[config.mk]
export PLATFORM = sky130hd
export DESIGN_NAME = regfile_wb_arbiter_flat
export DESIGN_NICKNAME = d
export VERILOG_FILES = /design/src/rtl/regfile_wb_arbiter_pkg.sv /design/src/rtl/regfile_wb_arbiter_if.sv /design/src/rtl/regfile_wb_arbiter_scoreboard.sv /design/src/rtl/regfile_wb_arbiter.sv /design/src/flat_wrapper.sv
export SDC_FILE = /design/constraint.sdc
export NUM_CORES = 1
export LEC_CHECK = 0
export ABC_AREA = 1
export CAP_MARGIN = 0
export CORE_MARGIN = 5
export CORE_UTILIZATION = 45
export DETAILED_ROUTE_END_ITERATION = 6
export PLACE_DENSITY = 0.83
export SYNTH_ARGS = -nofsm -noshare
export SYNTH_HDL_FRONTEND = slang
export SYNTH_SLANG_ARGS = --single-unit
[constraint.sdc]
create_clock -name clk -period 2.7 [get_ports clk]
set_clock_uncertainty 0.1 [all_clocks]
set_input_delay 0.27 -clock clk [delete_from_list [all_inputs] [get_ports clk]]
set_output_delay 0.27 -clock clk [all_outputs]
set_load 0.03 [all_outputs]
[src/rtl/regfile_wb_arbiter_pkg.sv]
// Shared types for the register-file writeback arbiter: FSM states, write-port
// bundles and the scoreboard address-mask helper.
package regfile_wb_arbiter_pkg;

    localparam int WB_XLEN = 32;

    typedef enum logic [1:0] {
        IDLE  = 2'd0,
        WAIT  = 2'd1,
        FORCE = 2'd2
    } wb_arb_state_t;

    typedef struct packed {
        logic               wren;
        logic [4:0]         waddr;
        logic [WB_XLEN-1:0] wdata;
    } register_in_type;

    // Both requesters share the write-field layout; wren doubles as pipe_wren / mc_valid.
    typedef struct packed {
        register_in_type pipe;
        register_in_type mc;
    } wb_arb_in_type;

    typedef struct packed {
        logic pipe_hold;
        logic mc_ready;
    } wb_arb_out_type;

    // One-hot scoreboard mask; x0 is never tracked.
    function automatic logic [31:0] addr_mask(input logic [4:0] addr);
        addr_mask = (addr == 5'd0) ? 32'd0 : (32'd1 << addr);
    endfunction

endpackage

[src/rtl/regfile_wb_arbiter_if.sv]
// Bundle of pipeline, multicycle, decode and register-file write signals
// around the writeback arbiter.
interface regfile_wb_arbiter_if
    import regfile_wb_arbiter_pkg::*;
    #(parameter int XLEN = WB_XLEN) ();

    logic            pipe_wren;
    logic [4:0]      pipe_waddr;
    logic [XLEN-1:0] pipe_wdata;
    logic            pipe_hold;
    logic            mc_issue;
    logic [4:0]      mc_issue_addr;
    logic            mc_valid;
    logic [4:0]      mc_waddr;
    logic [XLEN-1:0] mc_wdata;
    logic            mc_ready;
    logic            dec_rden1;
    logic            dec_rden2;
    logic [4:0]      dec_raddr1;
    logic [4:0]      dec_raddr2;
    logic            dec_wren;
    logic [4:0]      dec_waddr;
    logic            hazard;
    logic            wren;
    logic [4:0]      waddr;
    logic [XLEN-1:0] wdata;
    logic [31:0]     pending;

    modport master (
        output pipe_wren, pipe_waddr, pipe_wdata,
        output mc_issue, mc_issue_addr, mc_valid, mc_waddr, mc_wdata,
        output dec_rden1, dec_rden2, dec_raddr1, dec_raddr2, dec_wren, dec_waddr,
        input  pipe_hold, mc_ready, hazard, wren, waddr, wdata, pending
    );

    modport slave (
        input  pipe_wren, pipe_waddr, pipe_wdata,
        input  mc_issue, mc_issue_addr, mc_valid, mc_waddr, mc_wdata,
        input  dec_rden1, dec_rden2, dec_raddr1, dec_raddr2, dec_wren, dec_waddr,
        output pipe_hold, mc_ready, hazard, wren, waddr, wdata, pending
    );

endinterface

[src/rtl/regfile_wb_arbiter_scoreboard.sv]
// Pending-destination scoreboard for multicycle ops and the decode hazard check.
module regfile_wb_arbiter_scoreboard
    import regfile_wb_arbiter_pkg::*;
(
    input  logic        clk,
    input  logic        rst,
    input  logic        set_en,
    input  logic [4:0]  set_addr,
    input  logic        clr_en,
    input  logic [4:0]  clr_addr,
    input  logic        dec_rden1,
    input  logic [4:0]  dec_raddr1,
    input  logic        dec_rden2,
    input  logic [4:0]  dec_raddr2,
    input  logic        dec_wren,
    input  logic [4:0]  dec_waddr,
    output logic [31:0] pending,
    output logic        hazard
);

    logic [31:0] pending_r;
    logic [31:0] set_mask_s;
    logic [31:0] clr_mask_s;

    assign set_mask_s = set_en ? addr_mask(set_addr) : 32'd0;
    assign clr_mask_s = clr_en ? addr_mask(clr_addr) : 32'd0;

    // Clear first, then OR in the new issue so a same-cycle set wins.
    always_ff @(posedge clk) begin
        if (!rst) begin
            pending_r <= 32'd0;
        end else begin
            pending_r <= (pending_r & ~clr_mask_s) | set_mask_s;
        end
    end

    // Bit 0 is never set, so x0 sources/destinations cannot hazard.
    always_comb begin
        hazard = (dec_rden1 & pending_r[dec_raddr1])
               | (dec_rden2 & pending_r[dec_raddr2])
               | (dec_wren  & pending_r[dec_waddr]);
    end

    assign pending = pending_r;

endmodule

[src/rtl/regfile_wb_arbiter.sv]
// Shares the register-file write port between pipeline writeback and a
// multicycle unit, with bounded starvation and a pending-register scoreboard.
module regfile_wb_arbiter
    import regfile_wb_arbiter_pkg::*;
#(
    parameter int MAX_WAIT = 3
) (
    input  logic                 clk,
    input  logic                 rst,
    regfile_wb_arbiter_if.slave  bus
);

    localparam int CW = $clog2(MAX_WAIT + 1);

    wb_arb_state_t   state_r;
    wb_arb_state_t   next_state_s;
    logic [CW-1:0]   cnt_r;
    logic [CW-1:0]   cnt_next_s;
    logic [CW-1:0]   cnt_inc_s;
    logic            grant_pipe_s;
    logic            grant_mc_s;
    wb_arb_in_type   in_s;
    wb_arb_out_type  out_s;
    register_in_type wr_r;

    assign in_s.pipe = '{wren: bus.pipe_wren, waddr: bus.pipe_waddr, wdata: bus.pipe_wdata};
    assign in_s.mc   = '{wren: bus.mc_valid,  waddr: bus.mc_waddr,   wdata: bus.mc_wdata};

    // FSM state and starvation counter register.
    always_ff @(posedge clk) begin
        if (!rst) begin
            state_r <= IDLE;
            cnt_r   <= '0;
        end else begin
            state_r <= next_state_s;
            cnt_r   <= cnt_next_s;
        end
    end

    assign cnt_inc_s = (state_r == IDLE) ? CW'(1) : (cnt_r + CW'(1));

    // Arbitration: pipeline first, until the multicycle unit has been refused MAX_WAIT times.
    always_comb begin
        next_state_s    = IDLE;
        cnt_next_s      = '0;
        grant_pipe_s    = 1'b0;
        grant_mc_s      = 1'b0;
        out_s.pipe_hold = 1'b0;
        case (state_r)
            IDLE, WAIT: begin
                if (in_s.pipe.wren) begin
                    grant_pipe_s = 1'b1;
                    if (in_s.mc.wren) begin
                        if (cnt_inc_s >= CW'(MAX_WAIT)) begin
                            next_state_s = FORCE;
                            cnt_next_s   = cnt_inc_s;
                        end else begin
                            next_state_s = WAIT;
                            cnt_next_s   = cnt_inc_s;
                        end
                    end else begin
                        next_state_s = IDLE;
                    end
                end else if (in_s.mc.wren) begin
                    grant_mc_s = 1'b1;
                end else begin
                    next_state_s = IDLE;
                end
            end
            FORCE: begin
                out_s.pipe_hold = 1'b1;
                if (in_s.mc.wren) begin
                    grant_mc_s = 1'b1;
                end else begin
                    grant_mc_s = 1'b0;
                end
            end
            default: begin
                next_state_s = IDLE;
            end
        endcase
    end

    // A result offered while in reset is not accepted; its producer re-presents it.
    assign out_s.mc_ready = grant_mc_s & rst;

    // Registered write port; x0 grants are consumed but never write.
    always_ff @(posedge clk) begin
        if (!rst) begin
            wr_r <= '0;
        end else if (grant_pipe_s) begin
            wr_r <= '{wren: (in_s.pipe.waddr != 5'd0), waddr: in_s.pipe.waddr, wdata: in_s.pipe.wdata};
        end else if (grant_mc_s) begin
            wr_r <= '{wren: (in_s.mc.waddr != 5'd0), waddr: in_s.mc.waddr, wdata: in_s.mc.wdata};
        end else begin
            wr_r.wren <= 1'b0;
        end
    end

    regfile_wb_arbiter_scoreboard u_scoreboard (
        .clk        (clk),
        .rst        (rst),
        .set_en     (bus.mc_issue),
        .set_addr   (bus.mc_issue_addr),
        .clr_en     (out_s.mc_ready),
        .clr_addr   (bus.mc_waddr),
        .dec_rden1  (bus.dec_rden1),
        .dec_raddr1 (bus.dec_raddr1),
        .dec_rden2  (bus.dec_rden2),
        .dec_raddr2 (bus.dec_raddr2),
        .dec_wren   (bus.dec_wren),
        .dec_waddr  (bus.dec_waddr),
        .pending    (bus.pending),
        .hazard     (bus.hazard)
    );

    assign bus.pipe_hold = out_s.pipe_hold;
    assign bus.mc_ready  = out_s.mc_ready;
    assign bus.wren      = wr_r.wren;
    assign bus.waddr     = wr_r.waddr;
    assign bus.wdata     = wr_r.wdata;

endmodule

[src/flat_wrapper.sv]
// flat-port wrapper written by rule: the top's interface ports become plain ports
module regfile_wb_arbiter_flat import regfile_wb_arbiter_pkg::*;
#(
    parameter int MAX_WAIT = 3
)
  (clk, rst, bus_pipe_wren, bus_pipe_waddr, bus_pipe_wdata, bus_mc_issue, bus_mc_issue_addr, bus_mc_valid, bus_mc_waddr, bus_mc_wdata, bus_dec_rden1, bus_dec_rden2, bus_dec_raddr1, bus_dec_raddr2, bus_dec_wren, bus_dec_waddr, bus_pipe_hold, bus_mc_ready, bus_hazard, bus_wren, bus_waddr, bus_wdata, bus_pending);
  regfile_wb_arbiter_if bus_i ();
  input  logic clk;
  input  logic rst;
  input wire logic [$bits(bus_i.pipe_wren)-1:0] bus_pipe_wren;
  input wire logic [$bits(bus_i.pipe_waddr)-1:0] bus_pipe_waddr;
  input wire logic [$bits(bus_i.pipe_wdata)-1:0] bus_pipe_wdata;
  input wire logic [$bits(bus_i.mc_issue)-1:0] bus_mc_issue;
  input wire logic [$bits(bus_i.mc_issue_addr)-1:0] bus_mc_issue_addr;
  input wire logic [$bits(bus_i.mc_valid)-1:0] bus_mc_valid;
  input wire logic [$bits(bus_i.mc_waddr)-1:0] bus_mc_waddr;
  input wire logic [$bits(bus_i.mc_wdata)-1:0] bus_mc_wdata;
  input wire logic [$bits(bus_i.dec_rden1)-1:0] bus_dec_rden1;
  input wire logic [$bits(bus_i.dec_rden2)-1:0] bus_dec_rden2;
  input wire logic [$bits(bus_i.dec_raddr1)-1:0] bus_dec_raddr1;
  input wire logic [$bits(bus_i.dec_raddr2)-1:0] bus_dec_raddr2;
  input wire logic [$bits(bus_i.dec_wren)-1:0] bus_dec_wren;
  input wire logic [$bits(bus_i.dec_waddr)-1:0] bus_dec_waddr;
  output wire logic [$bits(bus_i.pipe_hold)-1:0] bus_pipe_hold;
  output wire logic [$bits(bus_i.mc_ready)-1:0] bus_mc_ready;
  output wire logic [$bits(bus_i.hazard)-1:0] bus_hazard;
  output wire logic [$bits(bus_i.wren)-1:0] bus_wren;
  output wire logic [$bits(bus_i.waddr)-1:0] bus_waddr;
  output wire logic [$bits(bus_i.wdata)-1:0] bus_wdata;
  output wire logic [$bits(bus_i.pending)-1:0] bus_pending;
  assign bus_i.pipe_wren = bus_pipe_wren;
  assign bus_i.pipe_waddr = bus_pipe_waddr;
  assign bus_i.pipe_wdata = bus_pipe_wdata;
  assign bus_i.mc_issue = bus_mc_issue;
  assign bus_i.mc_issue_addr = bus_mc_issue_addr;
  assign bus_i.mc_valid = bus_mc_valid;
  assign bus_i.mc_waddr = bus_mc_waddr;
  assign bus_i.mc_wdata = bus_mc_wdata;
  assign bus_i.dec_rden1 = bus_dec_rden1;
  assign bus_i.dec_rden2 = bus_dec_rden2;
  assign bus_i.dec_raddr1 = bus_dec_raddr1;
  assign bus_i.dec_raddr2 = bus_dec_raddr2;
  assign bus_i.dec_wren = bus_dec_wren;
  assign bus_i.dec_waddr = bus_dec_waddr;
  assign bus_pipe_hold = bus_i.pipe_hold;
  assign bus_mc_ready = bus_i.mc_ready;
  assign bus_hazard = bus_i.hazard;
  assign bus_wren = bus_i.wren;
  assign bus_waddr = bus_i.waddr;
  assign bus_wdata = bus_i.wdata;
  assign bus_pending = bus_i.pending;
  regfile_wb_arbiter #(.MAX_WAIT(MAX_WAIT)) u_core (.clk(clk), .rst(rst), .bus(bus_i));
endmodule
==> reports/qor.txt, run 1 <==
Vias in the first global route - 5,185
Final setup vio count - 0
DIE WIDTH - 107 µm
Layout cells sized above 1 - 5.58%
Final hold viol count - 0
CTS sink count - 74
Setup tns final - 0 ns
P per Cell Area - 452 nW/µm²
WS Path Type - input port to output pin
Multiplexer area fraction after synthesis - 0%
H-tree Lvls - 3
Setup crit end kind - output pin
Drt initial violations - 380
Largest family of logic cells by synthesized area - simple AND/OR/NAND/NOR gates
Hold-fix buffers at CTS - 0
Area growth from synthesis to layout - 46.2%
Maximum vdd drop - 0.000291 V
Drt wl/cell - 17.4 µm
Postcts setup bufs - 0
Leading cell type in the layout, fill and taps excluded - nand2_1
Adder-cell share of the synthesized area - 0%
Post-Route Utilization - 67.4%
Final nets - 923
Final period util - 84.5%
Power, Total - 2.81 mW
Slew headroom - 44.4%
Port bufs - 174
Worst-Skew Late Latency - 0.35 ns
Crit start category - input port
Final hold slack - 0.374 ns
Post-CTS sizing - 0
Setup ws final - 0.419 ns
Post-route DRC - 0
Routability congestion estimate - 0.927
Pre-CTS WS - 0.429 ns
Ys Warns - 0
CP Max Fanout - 9
Antenna Nets Post-Route - 0
First-pass GRT wire length - 26,400 µm
DP HPWL - 12,500 µm
Detailed Routing Iterations Pass 1 - 5
Highest-count cells in the layout ignoring fill and taps - 240 x nand2_1, 172 x clkdlybuf4s50_1, 97 x nand3_1, 74 x dfxtp_1, 35 x a31oi_1
Comb power frac - 24.0%
NetSw - 0.825 mW
CTS tree - done
RSZ-0062 raised after global routing - no
Clock power frac - 33.9%
Internal - 1.99 mW
Least-Margin Pin Slew - 0.830 ns
Via count - 5,274
Longest Clk Path Bufs - 2
Inserted Clock Buffers - 9
CP required - 2.33 ns
Tmin final - 2.28 ns
XOR/XNOR share of the synthesized area - 0%
Routed WL - 16,600 µm
Largest net degree at the start of global routing - 49
Via density - 5.53
Status - completed
Sw Share - 29.3%
Final Max Tran Viols - 0
Post-synthesis compound-gate area fraction - 19.0%
Die Y - 107 µm
Initial Utilization - 46.1%
Netlist Area Pre-Place - 4260 µm²
Seq pwr share - 42.1%
Mapped Cells - 665
Die ar. - 11,500 µm²
Sequential share of the synthesized area - 34.8%
LEAKAGE - 2.38 nW
Root buf cell - clkbuf_8
Total gr overflow - 0
Syn nets - 767
Worst Hold Class - input port to register
Ports - 175
Tot GR Track Use - 29.1%
Syn Area/Cell - 6.40 µm²
CP arrival - 1.91 ns
Clock Pin Slew Worst Setup and Hold Paths - 0.09 ns
Yosys reg bits - 74
Initial antenna violation count - 0
Simple-gate share of the synthesized area - 37.3%
# diodes - 0
Max-Cap Viols - 0
Core area - 9240 µm²
Placement Rows - 35
Synth cell types - 26
F_max - 0.438 GHz
-- routing by layer --
| layer | up-vias | global-route usage, % | share of wire (%) | wire [µm] |
|---|---|---|---|---|
| met2 | 312 | 50.9 | 48 | 8030 |
| met3 | 56 | 10.4 | 13 | 2080 |
| met5 | - | 0 | 0 | 0 |
| met4 | 0 | 11.4 | 3.9 | 654 |
| li1 | 2552 | - | - | - |
| met1 | 2354 | 31.9 | 35 | 5870 |
-- area by class of cell --
class,count,area [µm²]
clock inverters,4,76.3
fillers,804,3010
flip-flops and latches,74,1480
well taps,129,161
multi-input cells,514,2400
repair buffers,185,1830
clock buffers,11,141
inverters,37,139
-- power groups by stage --
stage	combinational, mW	clock, mW	sequential (mW)
after floorplan	0.255	0	1.29
after global placement	0.664	0	1.21
after detailed placement	0.670	0	1.21
after CTS	0.673	0.950	1.18
after global routing	0.725	1.01	1.19
final	0.675	0.955	1.18
-- stage by stage --
stage	std cells	instance area, µm²
finish	954	6230
global route	954	6230
CTS	954	6230
detailed placement	939	6010
global placement	939	6010
floorplan	665	4260
-- critical path: stages --
cell             delay [ns]
clkdlybuf4s50_1        0.66
inv_1                  0.21
nand3_1                0.14
nand3_1                0.08
nand2_1                0.07
nand2_1                0.04
nand3_1                0.08
nand3_1                0.09
nand3_1                0.09
buf_4                  0.16
-- registers in the layout (all words and copies together) (netlist names) --
signal and flops:
u_core.cnt_r 2, u_core.bus.wdata 32, u_core.bus.wren 1, u_core.state_r 2
u_core.u_scoreboard.pending 32, u_core.bus.waddr 5
-- cells in the mapped netlist, drive strengths merged --
| cell type | count | area share [%] |
|---|---|---|
| clkbuf | 13 | 1.2 |
| nor2 | 24 | 2.6 |
| nor3 | 5 | 0.59 |
| clkinv | 1 | 0.088 |
| nand4 | 2 | 0.29 |
| buf | 27 | 4.5 |
| nand3b | 1 | 0.18 |
| nor4 | 3 | 0.44 |
| dfxtp | 74 | 35 |
| a31oi | 35 | 5.1 |
| nand2 | 243 | 22 |
| nand3 | 97 | 11 |
| a21oi | 34 | 4.0 |
| o21ai | 56 | 6.6 |
| o31ai | 13 | 3.1 |
| o41ai | 1 | 0.21 |
| inv | 36 | 3.2 |
-- final timing paths --
path | depth (start not counted) | slack (ns) | startpoint | to
setup / recovery | 10 | 0.42 | bus_dec_raddr2[1] | bus_hazard
hold / removal | 3 | 0.37 | bus_mc_wdata[11] | u_core.bus.wdata[11]$_SDFFE_PN0P_
setup reg to reg | 8 | 1.05 | u_core.state_r[1]$_SDFF_PN0_ | u_core.u_scoreboard.pending[5]$_SDFF_PN0_
hold reg to reg | 2 | 0.40 | u_core.bus.waddr[0]$_SDFFE_PN0P_ | u_core.bus.waddr[0]$_SDFFE_PN0P_
-- cells by family after synthesis --
logic type      after synthesis
simple gates                375
buf+inv                      77
compound gates              139
flops                        74
Power figures use the tool's default switching activity.
==> run 2, diff against run 1 <==
CORE_UTILIZATION = 44   (was 45)
PLACE_DENSITY = 0.82   (was 0.83)
clock period = 2.25 ns   (was 2.7 ns; I/O delays follow)
==> run 2 against run 1 <==
Wire length barely moved. Sequential cell count did not move. Count of clock-buffer cells in the layout fell by 1. Critical endpoint unchanged. Largest cell class unchanged. Largest power group unchanged.
==> reports/qor.txt, run 2 (same netlist as run 1, synthesis figures left out) <==
Layout cells sized above 1 - 6.48% (+0.91 points)
Routed WL - 16,600 µm (about the same)
Initial antenna violation count - 0 (unchanged)
Met3 usage - 8.24% (-2.1 points)
Final period util - 94.6%
Setup ws final - 0.121 ns (-0.298 ns)
Area growth from synthesis to layout - 48.5%
Status - completed
Fill cells - 887 (+10%)
Max-Cap Viols - 0 (unchanged)
Final hold slack - 0.331 ns (-0.0433 ns)
Final hold viol count - 0 (unchanged)
P per Cell Area - 555 nW/µm² (+23%)
Drt initial violations - 415 (+9.2%)
Tot GR Track Use - 28.6% (-0.45 points)
Met2 Use GR - 47.4% (-3.5 points)
Vias in the first global route - 5,139 (-0.89%)
CP Max Fanout - 16 (+7)
FF/Latch Area - 1480 µm² (unchanged)
Final setup vio count - 0 (unchanged)
Non-filler cells, final - 966 (+1.3%)
Placement Rows - 36 (+2.9%)
Via density - 5.48 (-0.83%)
Design Area, Final - 6320 µm² (+1.5%)
Setup crit end kind - output pin
Power, Total - 3.51 mW (+25%)
Setup tns final - 0 ns (unchanged)
Hold-fix buffers at CTS - 0 (unchanged)
Delay-heaviest family, CP - buffers and inverters
Core area - 9590 µm² (+3.8%)
Layer with the highest usage - met2
Area of the multi-input gates - 2400 µm² (unchanged)
Placed Area - 6080 µm² (+1.2%)
Via count - 5,296 (+0.42%)
Highest-count cells in the layout ignoring fill and taps - 240 x nand2_1, 172 x clkdlybuf4s50_1, 97 x nand3_1, 74 x dfxtp_1, 35 x a31oi_1
Die ar. - 11,700 µm² (+2.1%)
F_max - 0.470 GHz
H-tree Lvls - 3 (unchanged)
Slew headroom - 65.3% (+21 points)
Leading cell type in the layout, fill and taps excluded - nand2_1
DIE WIDTH - 108 µm (+1.0%)
Critical path buffer and inverter count - 3 (unchanged)
LEAKAGE - 2.43 nW (+2.1%)
Tmin final - 2.13 ns
Maximum vdd drop - 0.000353 V (+22%)
Antenna Nets Post-Route - 0 (unchanged)
Post-CTS sizing - 0 (unchanged)
Pre-CTS WS - 0.149 ns (-0.280 ns)
GRT met1 Usage - 34.1% (+2.2 points)
Worst Hold Class - input port to register
RSZ-0062 raised after global routing - no
Port bufs - 174 (unchanged)
Ports - 175 (unchanged)
CP cell instances - clkdlybuf4s50_1, inv_2, nand2_1, nand3_1, nand3_1, nand2_1, a21oi_1, nand2_1, nand3_1, nand3_1, buf_4
Drt wl/cell - 17.2 µm (-1.3%)
Routability congestion estimate - 0.912 (-1.7%)
Initial Utilization - 44.4% (-1.7 points)
Detailed Routing Iterations Pass 1 - 6 (+1)
Total gr overflow - 0 (unchanged)
CTS sink count - 74 (unchanged)
Postcts setup bufs - 0 (unchanged)
DP HPWL - 12,600 µm (+1.3%)
Inserted Clock Buffers - 9 (unchanged)
Clock Pin Slew Worst Setup and Hold Paths - 0.09 ns (about the same)
Placed cells - 950 (+1.2%)
Final nets - 930 (+0.76%)
CP required - 1.92 ns (-0.41 ns)
Slowest stage delay, CP - 0.55 ns (-0.11 ns)
CP arrival - 1.80 ns (-0.11 ns)
# diodes - 0 (unchanged)
WS Path Type - input port to output pin
Root buf cell - clkbuf_8
Final Max Tran Viols - 0 (unchanged)
Die Y - 108 µm (+1.0%)
Most common cell on crit path - nand3_1
Post-Route Utilization - 65.9% (-1.5 points)
Largest net degree at the start of global routing - 66 (+35%)
Post-route DRC - 0 (unchanged)
Longest Clk Path Bufs - 2 (unchanged)
Least-Margin Pin Slew - 0.519 ns (-0.311 ns)
Crit start category - input port
First-pass GRT wire length - 26,200 µm (-0.89%)
Worst-Skew Late Latency - 0.36 ns (about the same)
CTS tree - done
CP max stage cell - clkdlybuf4s50_1
-- run 2: cell count changes in the layout (fill, tap and decap cells not counted) --
cell       before  now
buf_12          1    2
buf_4          12   18
bufinv_16       2    3
clkbuf_8       10    9
clkinv_4        1    2
-- run 2: tightest hold or removal path, delay by kind of cell --
family | cells | cell delay [ns]
buffers and inverters | 1 | 0.39
and+or+nand+nor | 1 | 0.06
AOI/OAI and AO/OA | 1 | 0.07
-- run 2: final cells by class --
class	instances	share of cell area, %
multi-input cells	514	37.9
repair buffers	192	30.0
flip-flops and latches	74	23.4
well taps	133	2.63
inverters	37	2.20
clock buffers	10	2.02
clock inverters	6	1.82
-- run 2: layer usage --
layer	routed length, µm	vias to the layer above
met2	7900	292
met1	6320	2395
met5	0	-
li1	-	2567
met3	1770	42
met4	636	0
-- run 2: final timing paths --
check	from	endpoint	slack, ns	depth (start not counted)
max	bus_dec_raddr1[0]	bus_hazard	0.12	11
max reg2reg	u_core.state_r[1]$_SDFF_PN0_	u_core.u_scoreboard.pending[1]$_SDFF_PN0_	0.67	8
min reg2reg	u_core.bus.waddr[0]$_SDFFE_PN0P_	u_core.bus.waddr[0]$_SDFFE_PN0P_	0.39	2
min	bus_mc_wdata[18]	u_core.bus.wdata[18]$_SDFFE_PN0P_	0.33	3
-- run 2: power breakdown --
| group | leakage (nW) | switching, mW | internal, mW |
|---|---|---|---|
| combinational | 1.71 | 0.447 | 0.373 |
| clock | 0.117 | 0.529 | 0.741 |
| sequential | 0.607 | 0.0460 | 1.37 |
| total | 2.43 | 1.02 | 2.49 |
==> run 3, diff against run 2 <==
==> constraint.sdc (replaced) <==
create_clock -name clk -period 2.25 [get_ports clk]
set_clock_uncertainty 0.1 [all_clocks]
set_input_delay 0.45 -clock clk [delete_from_list [all_inputs] [get_ports clk]]
set_output_delay 0.45 -clock clk [all_outputs]
set_load 0.03 [all_outputs]
==> run 3 against run 2 <==
Die area stayed put. Maximum frequency fell by 1.9%. Core utilization up 1.2 points. Via count increased by 0.81%. Clock power down 22%. Global-route usage fell by 0.66 points. Critical path depth down 2. First-iteration DRC count is 0.48% higher.
==> reports/qor.txt, run 3 (same netlist as run 1, synthesis figures left out) <==
Routability congestion estimate - 0.968 (+6.2%)
WS Path Type - register to output pin
Inserted Clock Buffers - 9 (unchanged)
Die ar. - 11,700 µm² (unchanged)
Via density - 5.48 (about the same)
Vias in the first global route - 4,994 (-2.8%)
DIE WIDTH - 108 µm (unchanged)
Initial Utilization - 44.4% (unchanged)
Longest Clk Path Bufs - 2 (unchanged)
Initial antenna violation count - 0 (unchanged)
Ports - 175 (unchanged)
Port bufs - 174 (unchanged)
Clock Pin Slew Worst Setup and Hold Paths - 0.07 ns (-0.02 ns)
CP required - 1.70 ns (-0.22 ns)
First-pass GRT wire length - 25,500 µm (-2.7%)
Slew headroom - 66.7% (+1.3 points)
Post-route DRC - 0 (unchanged)
P per Cell Area - 505 nW/µm² (-9.0%)
Least-Margin Pin Slew - 0.499 ns (-0.0199 ns)
Final hold viol count - 0 (unchanged)
Core area - 9590 µm² (unchanged)
Fill cells - 817 (-7.9%)
Setup tns final - 0 ns (unchanged)
Total gr overflow - 0 (unchanged)
R2R Setup Slk - 0.71 ns (+0.04 ns)
Antenna Nets Post-Route - 0 (unchanged)
Largest net degree at the start of global routing - 65 (-1.5%)
Drt initial violations - 417 (+0.48%)
Die Y - 108 µm (unchanged)
Leading cell type in the layout, fill and taps excluded - nand2_1
Via count - 5,339 (+0.81%)
Area growth from synthesis to layout - 51.2%
CP Max Fanout - 5 (-11)
Status - completed
Tot GR Track Use - 28.0% (-0.66 points)
Layout cells sized above 1 - 11.2% (+4.7 points)
Worst Hold Class - register to register
Final setup vio count - 0 (unchanged)
Highest-count cells in the layout ignoring fill and taps - 240 x nand2_1, 163 x clkdlybuf4s50_1, 95 x nand3_1, 54 x dfxtp_1, 35 x a31oi_1
Tmin final - 2.17 ns (+0.0418 ns)
Detailed Routing Iterations Pass 1 - 5 (-1)
Final hold slack - 0.396 ns (+0.0657 ns)
H-tree Lvls - 3 (unchanged)
Post-Route Utilization - 67.1% (+1.2 points)
CP Capture Point - bus_hazard
Setup crit end kind - output pin
CP arrival - 1.62 ns (-0.18 ns)
CP Launch Point - u_core.u_scoreboard.pending[30]$_SDFF_PN0_
Critical R2R Capture - u_core.u_scoreboard.pending[19]$_SDFF_PN0_
CTS sink count - 74 (unchanged)
DP HPWL - 12,600 µm (about the same)
Non-filler cells, final - 974 (+0.83%)
Hold-fix buffers at CTS - 0 (unchanged)
Maximum vdd drop - 0.000403 V (+14%)
Drt wl/cell - 16.8 µm (-2.2%)
Final Max Tran Viols - 0 (unchanged)
Routed WL - 16,400 µm (-1.3%)
Power, Total - 3.25 mW (-7.4%)
Final period util - 96.5% (+1.9 points)
Crit start category - register
RR Startpoint - u_core.state_r[1]$_SDFF_PN0_
Placed cells - 957 (+0.74%)
Worst-Skew Late Latency - 0.35 ns (about the same)
# diodes - 0 (unchanged)
Final nets - 941 (+1.2%)
Max-Cap Viols - 0 (unchanged)
Placement Rows - 36 (unchanged)
Path depth of the worst reg2reg path - 7 (-1)
F_max - 0.461 GHz (-1.9%)
CTS tree - done
LEAKAGE - 2.50 nW (+2.7%)
Root buf cell - clkbuf_8
## run 3: cell types whose count changed in the layout (fill, tap and decap cells not counted), moves of 4 or more
| cell | delta |
|---|---|
| buf_12 | +4 |
| buf_6 | +4 |
| clkdlybuf4s50_1 | -9 |
| dfxtp_1 | -20 |
| dfxtp_2 | +18 |
| dlygate4sd2_1 | +5 |
| inv_1 | -4 |
## run 3: through the flow
step,worst slack (ns),instance area (µm²)
after floorplan,0.230,4260
after global placement,-0.274,6160
after detailed placement,-0.309,6160
after CTS,0.0131,6350
after global routing,-0.0155,6440
final,0.0795,6440
## run 3: worst min path at each step
| stage | endpoint | from | slack (ns) | cells after the start |
|---|---|---|---|---|
| 4_1_cts | u_core.bus.waddr[0]$_SDFFE_PN0P_ | u_core.bus.waddr[0]$_SDFFE_PN0P_ | 0.40 | 2 |
| 2_1_floorplan | u_core.state_r[1]$_SDFF_PN0_ | u_core.cnt_r[1]$_SDFF_PN0_ | 0.37 | 2 |
| 3_3_place_gp | u_core.bus.waddr[4]$_SDFFE_PN0P_ | u_core.bus.waddr[4]$_SDFFE_PN0P_ | 0.36 | 2 |
| 6_report | u_core.bus.waddr[0]$_SDFFE_PN0P_ | u_core.bus.waddr[0]$_SDFFE_PN0P_ | 0.40 | 2 |
| 5_1_grt | u_core.bus.waddr[0]$_SDFFE_PN0P_ | u_core.bus.waddr[0]$_SDFFE_PN0P_ | 0.43 | 2 |
| 3_5_place_dp | u_core.bus.waddr[0]$_SDFFE_PN0P_ | u_core.bus.waddr[0]$_SDFFE_PN0P_ | 0.39 | 2 |
## run 3: layout make-up
type	instances	area, µm²	area share, %
repair inverters	1	5.00	0.0777
well taps	133	166	2.58
repair buffers	202	2010	31.2
inverters	37	154	2.39
clock inverters	3	42.5	0.661
clock buffers	10	138	2.14
flip-flops and latches	74	1510	23.5
multi-input cells	514	2410	37.4
## run 3: timing repair
item,CTS,global route
setup buffers,0,3
pin swaps,0,4
gates cloned,0,1
setup endpoints to repair,1,1
resized for setup,23,36
hold endpoints to repair,0,0
## run 3: where the power goes
group          internal, mW  switching, mW  total [mW]
Sequential             1.37         0.0469        1.42
Clock                 0.522          0.465       0.987
Combinational         0.389          0.455       0.845
## run 3: layer usage
metal  vias up  global-route usage [%]  routed length [µm]
met1      2394                    32.1                6040
met3        44                    8.96                2020
met2       311                    47.2                7710
met5         -                       0                   0
li1       2590                       -                   -
met4         0                    13.2                 633
## run 3: critical path, stage by stage (launching register included)
cell and delay [ns]:
dfxtp_1 0.49, nand2_1 0.09, nand3_1 0.07, nand3_1 0.07, nand2_1 0.09, nand2_1 0.05, nand3_1 0.08, nand3_1 0.10
nand3_2 0.10, buf_6 0.13
